## config.mk

```make
export PLATFORM = sky130hd
export DESIGN_NAME = vga_timing_gen
export DESIGN_NICKNAME = d
export VERILOG_FILES = /design/src/rtl/vga_timing_pkg.sv /design/src/rtl/vga_timing_gen.sv
export SDC_FILE = /design/constraint.sdc
export NUM_CORES = 1
export LEC_CHECK = 0
export ABC_AREA = 1
export CAP_MARGIN = 20
export CORE_MARGIN = 2
export CORE_UTILIZATION = 40
export DETAILED_ROUTE_END_ITERATION = 10
export MAX_ROUTING_LAYER = met4
export PLACE_DENSITY = 0.69
export SLEW_MARGIN = 30
export SYNTH_ARGS = -nofsm -noshare
export SYNTH_HDL_FRONTEND = slang
export SYNTH_SLANG_ARGS = --single-unit
```

## constraint.sdc

```tcl
create_clock -name clk_50M -period 1.8 [get_ports clk_50M]
set_input_delay 0.27 -clock clk_50M [delete_from_list [all_inputs] [get_ports clk_50M]]
set_output_delay 0.27 -clock clk_50M [all_outputs]
set_load 0.005 [all_outputs]
```

## src/rtl/vga_timing_pkg.sv

```systemverilog
// Shared 640x480@60 raster constants for the VGA timing source and the colour stage.
// Also holds the counter type and a window-compare helper used by both.
package vga_timing_pkg;

    localparam int H_VIS   = 640;
    localparam int H_FP    = 16;
    localparam int H_SYNC  = 96;
    localparam int H_BP    = 48;
    localparam int H_TOTAL = H_VIS + H_FP + H_SYNC + H_BP;

    localparam int V_VIS   = 480;
    localparam int V_FP    = 10;
    localparam int V_SYNC  = 2;
    localparam int V_BP    = 33;
    localparam int V_TOTAL = V_VIS + V_FP + V_SYNC + V_BP;

    localparam logic HS_POL = 1'b0;
    localparam logic VS_POL = 1'b0;

    localparam int CNT_W = 10;
    typedef logic [CNT_W-1:0] cnt_t;

    // True when lo <= c < lo+len.
    function automatic logic in_window(input cnt_t c, input int lo, input int len);
        return (int'(c) >= lo) && (int'(c) < lo + len);
    endfunction

endpackage

```

## src/rtl/vga_timing_gen.sv

```systemverilog
// VGA raster timing source on clk_50M: pixel strobe, coordinates, syncs, display
// enable and line/frame start pulses, all updated together on the edge that opens a strobe.
module vga_timing_gen #(
    parameter int   H_VIS  = vga_timing_pkg::H_VIS,
    parameter int   H_FP   = vga_timing_pkg::H_FP,
    parameter int   H_SYNC = vga_timing_pkg::H_SYNC,
    parameter int   H_BP   = vga_timing_pkg::H_BP,
    parameter int   V_VIS  = vga_timing_pkg::V_VIS,
    parameter int   V_FP   = vga_timing_pkg::V_FP,
    parameter int   V_SYNC = vga_timing_pkg::V_SYNC,
    parameter int   V_BP   = vga_timing_pkg::V_BP,
    parameter logic HS_POL = vga_timing_pkg::HS_POL,
    parameter logic VS_POL = vga_timing_pkg::VS_POL,
    parameter logic DIV2   = 1'b1
) (
    input  logic                             clk_50M,
    input  logic                             rst,
    output logic                             pix_en,
    output logic [vga_timing_pkg::CNT_W-1:0] h_cnt,
    output logic [vga_timing_pkg::CNT_W-1:0] v_cnt,
    output logic                             de,
    output logic                             hsync,
    output logic                             vsync,
    output logic                             line_start,
    output logic                             frame_start
);
    import vga_timing_pkg::*;

    localparam int H_TOTAL = H_VIS + H_FP + H_SYNC + H_BP;
    localparam int V_TOTAL = V_VIS + V_FP + V_SYNC + V_BP;

    logic toggle_q,  toggle_d;
    logic started_q, started_d;
    cnt_t h_q,       h_d;
    cnt_t v_q,       v_d;
    logic de_q,      de_d;
    logic hs_q,      hs_d;
    logic vs_q,      vs_d;
    logic line_q,    line_d;
    logic frame_q,   frame_d;

    always_comb begin
        // NOTE: every signal gets its hold value first so no path through this block infers a latch.
        toggle_d  = DIV2 ? ~toggle_q : 1'b1;
        started_d = started_q;
        h_d       = h_q;
        v_d       = v_q;
        de_d      = de_q;
        hs_d      = hs_q;
        vs_d      = vs_q;
        line_d    = line_q;
        frame_d   = frame_q;

        // Advance on the edge that raises pix_en, so the strobe cycle already shows the new pixel.
        if (toggle_d) begin
            started_d = 1'b1;
            if (!started_q) begin
                h_d = '0;
                v_d = '0;
            end else if (h_q == cnt_t'(H_TOTAL - 1)) begin
                h_d = '0;
                v_d = (v_q == cnt_t'(V_TOTAL - 1)) ? '0 : v_q + 1'b1;
            end else begin
                h_d = h_q + 1'b1;
            end

            de_d    = (int'(h_d) < H_VIS) && (int'(v_d) < V_VIS);
            hs_d    = in_window(h_d, H_VIS + H_FP, H_SYNC) ? HS_POL : ~HS_POL;
            vs_d    = in_window(v_d, V_VIS + V_FP, V_SYNC) ? VS_POL : ~VS_POL;
            line_d  = (h_d == '0);
            frame_d = (h_d == '0) && (v_d == '0);
        end
    end

    always_ff @(posedge clk_50M) begin
        // NOTE: state registers use non-blocking assignments so every flop samples pre-edge values.
        if (rst) begin
            toggle_q  <= 1'b0;
            started_q <= 1'b0;
            h_q       <= '0;
            v_q       <= '0;
            de_q      <= 1'b0;
            hs_q      <= ~HS_POL;
            vs_q      <= ~VS_POL;
            line_q    <= 1'b0;
            frame_q   <= 1'b0;
        end else begin
            toggle_q  <= toggle_d;
            started_q <= started_d;
            h_q       <= h_d;
            v_q       <= v_d;
            de_q      <= de_d;
            hs_q      <= hs_d;
            vs_q      <= vs_d;
            line_q    <= line_d;
            frame_q   <= frame_d;
        end
    end

    assign pix_en      = toggle_q;
    assign h_cnt       = h_q;
    assign v_cnt       = v_q;
    assign de          = de_q;
    assign hsync       = hs_q;
    assign vsync       = vs_q;
    assign line_start  = toggle_q & line_q;
    assign frame_start = toggle_q & frame_q;

endmodule

```

==> results.txt <==
The flow ran to the end, and the final reports show no timing, DRC or antenna violations. The via count of the first global-routing pass is between 1500 and 2000. For this design the ratio of total power to cell area is 569.5 nW/um^2.

The violation count after the first detailed-routing iteration is 164. The clock insertion delay at the later pin of the skew report came out at 280 ps. The number of synthesized register bits is 27.

The number of buffers on the longest clock path is 2. The switching component of the power came out at 0.0004323 W. The number of levels in the clock H-tree is 1.

The worst vdd rail ir drop is 0.0003144 V. The wire-length estimate of the detail-placed layout is approximately 3600 um. The number of antenna violations at the first check in global routing is 0. The number of hold-slack violations in the final timing report came out at 0. The wire length of the first global-routing pass came out at between 7000 and 8000 um. The area share of the largest cell type after synthesis is 29.90%. The repair_antennas step left the layout with diodes totalling 0. The tree is rooted in a clkbuf_8. After synthesis, the mean cell area works out to 6.527 sq um.

The highest-delay cell along the critical path is dfxtp_2. The final design area excluding fillers came out at 2471 sq um. The number of top-level pins is 28. Yosys instantiated no cell more often than nand2_1.

The post-synthesis instance area is 1808 sq um. The overall power is 0.001407 W. The required time of the critical path came out at 2010 ps.

The switching portion of total power came out at 30.72%. The number of buffers added on ports came out at 27. The clock input transition at the sequential cells of the worst setup and hold paths is approximately 100 ps. Across all layers, the routed design uses 1951 vias.

The first detailed-routing pass took 4 iterations. The signal on the critical path passes through ha_4 -> nand4_2 -> nor2_4 -> buf_4 -> buf_4 -> nand2_1 -> nand3_2 -> nand4_1 -> nor2_1 -> nand2_1 -> a21oi_2. Of all nets on the critical path, the largest fanout is 5. The CTS tree is built.

In this run the vertical extent of the chip is roughly 71 um. The worst slew margin relative to its limit came out at 81.73%. The final antenna-violating net count came out at 0. The synthesized netlist net count is 282. The overall track demand over capacity in global routing came out at approximately 20%.

Derived from the worst setup path, the maximum achievable clock frequency is 576.9 MHz. The tightest min-delay check is of the flop to flop type. The final layout net count is 336.

The power share of the clock group is 25.1%. After floorplanning, the core was divided into 24 placement rows. Sorting the synthesized cells by how often they occur yields nand2_1, inv_1, dfxtp_1. Of the available clock period, the critical path in the final layout requires 96.30%. The share of the yosys chip area belonging to registers is 29.90%. At the worst endpoint, the arrival time is 1950 ps. For this run, the leading register cell type out of synthesis is dfxtp_1. The cell taking the most area after synthesis is dfxtp_1. The distinct cell type count of the synthesized netlist is 30. For the finished layout, the period the worst path requires is 1733 ps. The die covers around 5000 sq um. After synthesis, the cell types taking the most area are dfxtp_1, nand2_1, nand3_1. The maximum clock skew at final layout came out at 9.812 ps. The region available for standard cell placement spans 4354 sq um. In the routed design, unresolved DRC markers number 0. The kind of end point of the critical path is a flop. The share of post-route cells with drive strength above 1 is between 20% and 30%.

The proportion of register bits with asynchronous set or reset after synthesis came out at 0%. The number of non-filler instances in the completed layout came out at 382. The total of warnings raised by yosys came out at 0.

The share of total power in sequential cells came out at around half. The startpoint type of the worst setup path is a flop. The largest net degree at the start of global routing is 25. The initial core utilization is 41.52%. The cell count after synthesis came out at between 200 and 300.

The final weighted congestion in routability-driven placement is about 0.91. The total of max-cap violations came out at 0. The final number of setup-violating endpoints came out at 0. The transition at the pin with the smallest max-transition slack came out at about 270 ps. The combinational cell fraction of total power is 25.9%. The cell area after placement came out at about 2200 sq um.

The layout-stage area growth over the synthesis result came out at 36.68%. Summed over all cells, the static leakage comes to 1.048 nW. The kind of critical path is flop to flop. Including well taps, the total number of placed cells is 367. The final-report max-slew violation count came out at 0. The worst hold slack is 472.5 ps. The internal power of the cells totals 0.0009750 W. After detailed routing, the number of vias per cell comes to 5.107. The routed length per placed instance is 13.07 um. The number of clock buffers added by TritonCTS is 3. The total length of routed wires is 4992 um. The final global-route overflow total came out at 0.

The number of sinks driven by the clock tree came out at 27. The width of the die is 71.23 um. The number of synthesized flops with an enable pin is 0. The delay of the slowest cell on the worst path came out at 360 ps.
[metal layers]
layer  GRT usage (%)  vias to the layer above  share of wire [%]
met5               -                        -                  0
met4           7.547                        0                1.6
met3           1.406                        6                3.9
met2           31.58                       45                 49
met1           26.38                      890                 45
li1                -                     1010                  -
[placed cells by master, fill, tap and decap left out, types with 3 or more instances in the layout]
master            n
nand2_1          69
buf_4            31
clkdlybuf4s50_1  27
inv_1            26
nor2_1           22
a21oi_1          22
nand3_1          21
o21ai_0          20
dfxtp_1          17
nand2_2           9
nor2_2            8
dfxtp_2           8
nor2_4            5
nand3_2           5
xor2_1            4
nand4_1           4
inv_2             3
nand2_4           3
o211ai_1          3
clkbuf_8          3
[per-stage QoR]
stage	setup slack [ps]	setup TNS (ps)	util (%)
CTS	6.551	0	52.33
floorplan	69.43	0	-
finish	66.51	0	56.75
detailed placement	11.48	0	51.29
global placement	54.24	0	51.29
global route	-36.73	-75.10	56.75
[cell type report]
cell class / count / area [sq um]
fill: 407 / 1883
multi-input combinational: 211 / 1180
sequential: 27 / 558.0
timing repair buffer: 59 / 514.2
inverter: 29 / 108.9
tap: 52 / 65.06
clock buffer: 4 / 45.04
[sequential cells by signal, indices dropped and copies added (netlist names)]
signal	count
started_q	1
hsync	1
de	1
h_cnt	10
v_cnt	10
vsync	1
frame_q	1
pix_en	1
line_q	1
[logic make-up (layout without fill, tap and decap cells)]
group                    count (synthesis)  after routing  share of synthesized area (%)
buffers and inverters                   39             92                          9.757
XOR/XNOR                                 4              4                          1.938
AND/OR/NAND/NOR                        153            153                          40.97
adder cells (fa/ha/maj)                  3              3                          2.076
flip-flops                              27             27                          29.90
AO/OA/AOI/OAI                           51             51                          15.36
[power groups by stage]
stage | combinational (W) | clock, W | sequential, W
after floorplan | 0.000185 | 0 | 0.000697
after global placement | 0.000332 | 0 | 0.000696
after detailed placement | 0.000334 | 0 | 0.000696
after CTS | 0.000335 | 0.000362 | 0.000683
after global routing | 0.000404 | 0.000386 | 0.000698
final | 0.000364 | 0.000353 | 0.000690
[worst paths after layout]
path,cells after the start,startpoint,to,slack [ps]
worst max-delay path,11,h_cnt[1],frame_q,70
worst min register to register,2,de,de,470
worst max register to register,11,h_cnt[1],frame_q,70
worst min-delay path,2,de,de,470
[critical path: cells and delay by family, from the launching register on]
family,cells,cell delay [ps]
AND/OR/NAND/NOR,7,770
adder cells (fa/ha/maj),1,170
flip-flops,1,360
buffers and inverters,2,250
AO/OA/AOI/OAI,1,100
[what timing repair did]
action,4_1_cts,5_1_grt
resized for setup,0,36
setup endpoints to repair,1,7
gates cloned,0,0
hold buffers,0,0
buffers inserted,0,11
pin swaps,1,14
Power figures use the tool's default switching activity.
